$ cat src/rtl/riscv_multicycle.sv
// rtl/riscv_multicycle.sv - multi-cycle RV32I-subset core on one shared req/ready memory port
module riscv_multicycle #(
  parameter int                WIDTH       = 32,
  parameter logic [WIDTH-1:0]  RESET_PC    = '0,
  parameter int                MEM_TIMEOUT = 16,
  parameter int                CNT_W       = 32
) (
  input  logic             clk,
  input  logic             rst,
  output logic             mem_req,
  output logic             mem_we,
  output logic [WIDTH-1:0] mem_addr,
  output logic [WIDTH-1:0] mem_wdata,
  input  logic [WIDTH-1:0] mem_rdata,
  input  logic             mem_ready,
  output logic [WIDTH-1:0] a0,
  output logic             retire,
  output logic [CNT_W-1:0] retired_cnt,
  output logic             trapped
);

  localparam int TW = $clog2(MEM_TIMEOUT + 1);
  localparam logic [TW-1:0] WAIT_LAST = TW'(MEM_TIMEOUT - 1);

  typedef enum logic [2:0] {S_FETCH, S_DECODE, S_EXEC, S_MEM, S_WB, S_TRAP} state_t;

  state_t           state;
  logic [WIDTH-1:0] pc, ir, a_reg, b_reg, imm_reg, alu_out, mdr;
  logic [WIDTH-1:0] rf [32];
  logic [TW-1:0]    wait_cnt;

  logic [6:0] opcode, f7;
  logic [4:0] rd, rs1, rs2;
  logic [2:0] f3;
  assign opcode = ir[6:0];
  assign rd     = ir[11:7];
  assign f3     = ir[14:12];
  assign rs1    = ir[19:15];
  assign rs2    = ir[24:20];
  assign f7     = ir[31:25];

  logic is_r, is_addi, is_lw, is_sw, is_br, is_jal, is_lui, legal;
  always_comb begin
    is_r = 1'b0; is_addi = 1'b0; is_lw = 1'b0; is_sw = 1'b0;
    is_br = 1'b0; is_jal = 1'b0; is_lui = 1'b0;
    case (opcode)
      7'b0110011: is_r = (f7 == 7'b0000000 && (f3 == 3'b000 || f3 == 3'b110 ||
                                               f3 == 3'b111 || f3 == 3'b010)) ||
                         (f7 == 7'b0100000 && f3 == 3'b000);
      7'b0010011: is_addi = (f3 == 3'b000);
      7'b0000011: is_lw   = (f3 == 3'b010);
      7'b0100011: is_sw   = (f3 == 3'b010);
      7'b1100011: is_br   = (f3 == 3'b000 || f3 == 3'b001);
      7'b1101111: is_jal  = 1'b1;
      7'b0110111: is_lui  = 1'b1;
      default: ;
    endcase
    legal = is_r | is_addi | is_lw | is_sw | is_br | is_jal | is_lui;
  end

  logic [WIDTH-1:0] imm_sel;
  always_comb begin
    if (is_sw)       imm_sel = {{20{ir[31]}}, ir[31:25], ir[11:7]};
    else if (is_br)  imm_sel = {{19{ir[31]}}, ir[31], ir[7], ir[30:25], ir[11:8], 1'b0};
    else if (is_jal) imm_sel = {{11{ir[31]}}, ir[31], ir[19:12], ir[20], ir[30:21], 1'b0};
    else if (is_lui) imm_sel = {ir[31:12], 12'b0};
    else             imm_sel = {{20{ir[31]}}, ir[31:20]};
  end

  logic [WIDTH-1:0] alu_res, target, pc_next;
  logic             slt, br_taken;
  always_comb begin
    slt = $signed(a_reg) < $signed(b_reg);
    if (is_r) begin
      case (f3)
        3'b110:  alu_res = a_reg | b_reg;
        3'b111:  alu_res = a_reg & b_reg;
        3'b010:  alu_res = {{(WIDTH-1){1'b0}}, slt};
        default: alu_res = f7[5] ? a_reg - b_reg : a_reg + b_reg;
      endcase
    end else if (is_lui) begin
      alu_res = imm_reg;
    end else begin
      alu_res = a_reg + imm_reg;
    end
    target   = pc + imm_reg;
    pc_next  = pc + WIDTH'(4);
    br_taken = (f3 == 3'b000) ? (a_reg == b_reg) : (a_reg != b_reg);
  end

  // Request is gated by rst so an in-flight access is dropped the moment reset asserts.
  assign mem_req   = !rst && (state == S_FETCH || state == S_MEM);
  assign mem_we    = mem_req && state == S_MEM && is_sw;
  assign mem_addr  = !mem_req ? '0 : (state == S_FETCH) ? pc : alu_out;
  assign mem_wdata = mem_we ? b_reg : '0;
  assign a0        = rf[10];

  logic timeout;
  assign timeout = !mem_ready && wait_cnt == WAIT_LAST;

  always_ff @(posedge clk or posedge rst) begin
    if (rst) begin
      state <= S_FETCH; pc <= RESET_PC; ir <= '0;
      a_reg <= '0; b_reg <= '0; imm_reg <= '0; alu_out <= '0; mdr <= '0;
      wait_cnt <= '0; retire <= 1'b0; retired_cnt <= '0; trapped <= 1'b0;
      for (int i = 0; i < 32; i++) rf[i] <= '0;
    end else begin
      retire <= 1'b0;
      case (state)
        S_FETCH: begin
          if (mem_ready) begin
            ir <= mem_rdata; wait_cnt <= '0; state <= S_DECODE;
          end else if (timeout) begin
            state <= S_TRAP; trapped <= 1'b1;
          end else begin
            wait_cnt <= wait_cnt + 1'b1;
          end
        end
        S_DECODE: begin
          a_reg <= rf[rs1]; b_reg <= rf[rs2]; imm_reg <= imm_sel;
          if (legal) state <= S_EXEC;
          else begin state <= S_TRAP; trapped <= 1'b1; end
        end
        S_EXEC: begin
          alu_out <= alu_res;
          if (is_br || is_jal) begin
            // Redirects to a non-word-aligned target fault before anything commits.
            if ((is_jal || br_taken) && target[1:0] != 2'b00) begin
              state <= S_TRAP; trapped <= 1'b1;
            end else begin
              pc <= (is_jal || br_taken) ? target : pc_next;
              if (is_jal && rd != 5'd0) rf[rd] <= pc_next;
              retire <= 1'b1; retired_cnt <= retired_cnt + 1'b1;
              state <= S_FETCH;
            end
          end else if (is_lw || is_sw) begin
            if (alu_res[1:0] != 2'b00) begin state <= S_TRAP; trapped <= 1'b1; end
            else state <= S_MEM;
          end else begin
            state <= S_WB;
          end
        end
        S_MEM: begin
          if (mem_ready) begin
            wait_cnt <= '0;
            if (is_sw) begin
              pc <= pc_next; retire <= 1'b1; retired_cnt <= retired_cnt + 1'b1;
              state <= S_FETCH;
            end else begin
              mdr <= mem_rdata; state <= S_WB;
            end
          end else if (timeout) begin
            state <= S_TRAP; trapped <= 1'b1;
          end else begin
            wait_cnt <= wait_cnt + 1'b1;
          end
        end
        S_WB: begin
          if (rd != 5'd0) rf[rd] <= is_lw ? mdr : alu_out;
          pc <= pc_next; retire <= 1'b1; retired_cnt <= retired_cnt + 1'b1;
          state <= S_FETCH;
        end
        default: state <= S_TRAP;
      endcase
    end
  end

endmodule
$ cat config.mk
export PLATFORM = sky130hd
export DESIGN_NAME = riscv_multicycle
export DESIGN_NICKNAME = d
export VERILOG_FILES = /design/src/rtl/riscv_multicycle.sv
export SDC_FILE = /design/constraint.sdc
export NUM_CORES = 2
export LEC_CHECK = 0
export CAP_MARGIN = 20
export CORE_ASPECT_RATIO = 0.7
export CORE_MARGIN = 5
export CORE_UTILIZATION = 57
export DETAILED_ROUTE_END_ITERATION = 16
export MAX_ROUTING_LAYER = met4
export PLACE_DENSITY_LB_ADDON = 0.3
export SLEW_MARGIN = 5
export SYNTH_ARGS = -nofsm -noshare
export SYNTH_HDL_FRONTEND = slang
export SYNTH_SLANG_ARGS = --single-unit
$ cat constraint.sdc
create_clock -name clk -period 41.8 [get_ports clk]
set_input_delay 6.27 -clock clk [delete_from_list [all_inputs] [get_ports clk]]
set_output_delay 6.27 -clock clk [all_outputs]
set_load 0.1 [all_outputs]
==> results.yml <==
outcome:
  outcome: "finished, final reports clean"
timing:
  setup_tns_ns: 0
  relSlewSlack: 0.213
  tightestPinTransition_ns: 1.18
  timing.final.crit_share: 0.379
  rsz0062_at_grt: "no"
  clock.fmax_mhz: 63.2
  final-max-slew-violation-count: 0
  hold_viol: 0
  min_period_ns: 15.83
  setup_violations: 0
  skew_ns: 0.0316
  worst_slack_ns: 25.97
clocking:
  clkLatencyLatePin_ns: 0.77
  numCtsBuffers: 120
  cts_setup_buffers: 0
  clk_pin_slew_ns: 0.06
  holdBufCountCts: 0
  htreeDepth: 3
  cts_tree: "built"
  cts_num_sinks: 1290
  cts-root-buf: "clkbuf_16"
  cts_buffer_depth: 3
  cts_resized: 0
die:
  io_pins: 167
  initial_core_util: 0.575
  die_w_um: 437
  num_rows: 109
  design.core.area_um2: 127000
  fp.dieH_um: 309
  die_area_um2: 135000
yosys:
  syn_area_per_cell_um2: 10.5
  synth_cell_types: 90
  synth_fp_nets: 7108
  syn_inst: 6907
  yosysMostFrequentCell: "nand2_1"
  syn-cell-area_um2: 72800
  yosysWarningCount: 0
  synth-seq-area-share: 0.443
  yosys-top-cells-area: "dfrtp_1 (44%), mux4_2 (20%), o21ai_0 (8.3%)"
  synth_top_area_share: 0.443
  synthTopCellsByCount: "nand2_1 (1365), dfrtp_1 (1290), o21ai_0 (1201), mux4_2 (640), clkbuf_1 (535)"
  synth_top_area_cell: "dfrtp_1"
  synth_edf_count: 0
  synth-seq-cells: 1290
  synthArstFlopShare: 1.00
  synth_ff_type: "dfrtp_1"
grt:
  grt_pass1_wl_um: 362000
  grt.overflow.total: 0
  grt_pass1_vias: 55500
  antenna_found_initial: 12
  grt_max_degree: 184
  grtUsageTotal: 0.366
cells_and_area:
  fin_area_um2: 79500
  synthToLayoutAreaGrowth_pct: 9.22
  fin_nets: 6847
  top_register: "rf"
  largest_register_ff_count: 992
  drive_gt1_frac: 0.175
  fillCellCount: 9849
  register_area_um2: 32300
  multi_input_area_um2: 37600
setup_path:
  start_kind: "input port"
  worstPathCellList: "clkdlybuf4s50_1 -> buf_4 -> clkinvlp_4 -> nand2_1 -> buf_16 -> a21oi_1 -> clkdlybuf4s50_1"
  slowest_stage: "clkdlybuf4s50_1"
  cp.required_ns: 35.53
  end_kind: "output pin"
  criticalPathCategory: "input port to output pin"
  slowest_delay_ns: 0.98
  cp_max_fo: 34
  cp.arrival_ns: 9.56
  crit_buf_inv: 5
  critPathMostFrequentCell: "clkdlybuf4s50_1"
  crit_family: "buffers and inverters"
power:
  vdd_drop_max_v: 0.0000397
  p_per_area_nw_per_um2: 30.9
  finalPower_mw: 2.46
  p_leak_nw: 32.7
routing:
  drtPass1Iterations: 9
  post_drt_wl_per_cell_um: 28.6
  drcViolationCount: 0
  ant_nets: 0
  routed_wl_um: 241000
  dr.first_iter.drc_count: 8280
  num_vias: 57700
  vias_per_cell: 6.84
placed_design:
  dp_hpwl_um: 157000
  io_buffers: 166
  placed_cell_area_um2: 75200
  gp_congestion: 1.00
  dp_slack_ns: 25.56
min_path:
  hp-class: "flop to flop"
job:
  cap_violations: 0
cell usage in the layout (no fill, tap or decap), drive strengths merged, types with 12 or more instances in the layout:
cell type      instances
a211oi                25
a21o                  35
a21oi                286
a31oi                 24
and3                  28
buf                  138
bufinv                12
clkbuf               172
clkdlybuf4s50        161
clkinv                36
dfrtp               1290
diode                 12
ha                   162
inv                  129
mux2                  97
mux2i                 71
mux4                 640
nand2               1372
nand2b                24
nand3                 81
nand4                 42
nor2                 185
nor2b                 29
nor3                  35
nor4                  55
o211ai                21
o21a                  18
o21ai               1216
o21bai                15
o221ai                18
o22ai                 18
o31ai                 14
xnor2                 95
xor2                  46
per-stage QoR:
| step | cells | hold slack, ns | util |
|---|---|---|---|
| floorplan | 6907 | 0.441 | - |
| finish | 8427 | 0.399 | 0.629 |
| global placement | 8179 | 0.376 | 0.594 |
| global route | 8424 | 0.411 | 0.628 |
| detailed placement | 8183 | 0.384 | 0.594 |
| CTS | 8409 | 0.398 | 0.627 |
power breakdown:
group | leakage (nW) | switching (mW) | internal, mW
Clock | 2.08 | 0.517 | 0.663
Sequential | 17.9 | 0 | 1.25
Combinational | 12.8 | 0.0278 | 0.00447
Total | 32.7 | 0.544 | 1.92
layer usage:
layer | vias up | track usage | routed length, um
li1 | 24400 | - | -
met1 | 29100 | 0.521 | 97500
met2 | 3570 | 0.512 | 104000
met3 | 604 | 0.106 | 30500
met4 | 0 | 0.121 | 9350
met5 | - | - | 0
final cells by class:
type	instances	share of cell area
diodes	12	0.000377
clock buffers	171	0.0443
clock inverters	55	0.00818
inverters	126	0.00601
multi-input cells	4808	0.473
flip-flops and latches	1290	0.406
well taps	1665	0.0262
repair buffers	300	0.0361
logic make-up (layout without fill, tap and decap cells):
logic type	after synthesis	in the layout	synth area share
multiplexers	808	808	0.223
buffers and inverters	809	652	0.0441
adder cells (fa/ha/maj)	166	166	0.0289
other	0	12	0
AO/OA/AOI/OAI	1780	1780	0.133
XOR/XNOR	141	141	0.0170
AND/OR/NAND/NOR	1913	1913	0.111
flip-flops	1290	1290	0.443
final timing paths:
| path | from | end | slack, ns | cells past startpoint |
|---|---|---|---|---|
| min in group asynchronous | rst | pc[29]$_DFFE_PP0P_ | 6.22 | 3 |
| worst max-delay path | rst | mem_addr[23] | 25.97 | 7 |
| worst max register to register | a_reg[26]$_DFFE_PP0P_ | rf[894]$_DFFE_PP0P_ | 35.89 | 12 |
| worst min-delay path | rf[996]$_DFFE_PP0P_ | rf[996]$_DFFE_PP0P_ | 0.40 | 0 |
| worst min register to register | rf[996]$_DFFE_PP0P_ | rf[996]$_DFFE_PP0P_ | 0.40 | 0 |
| max in group asynchronous | rst | a0[6]$_DFFE_PP0P_ | 31.87 | 7 |
(Power assumes the default switching activity.)
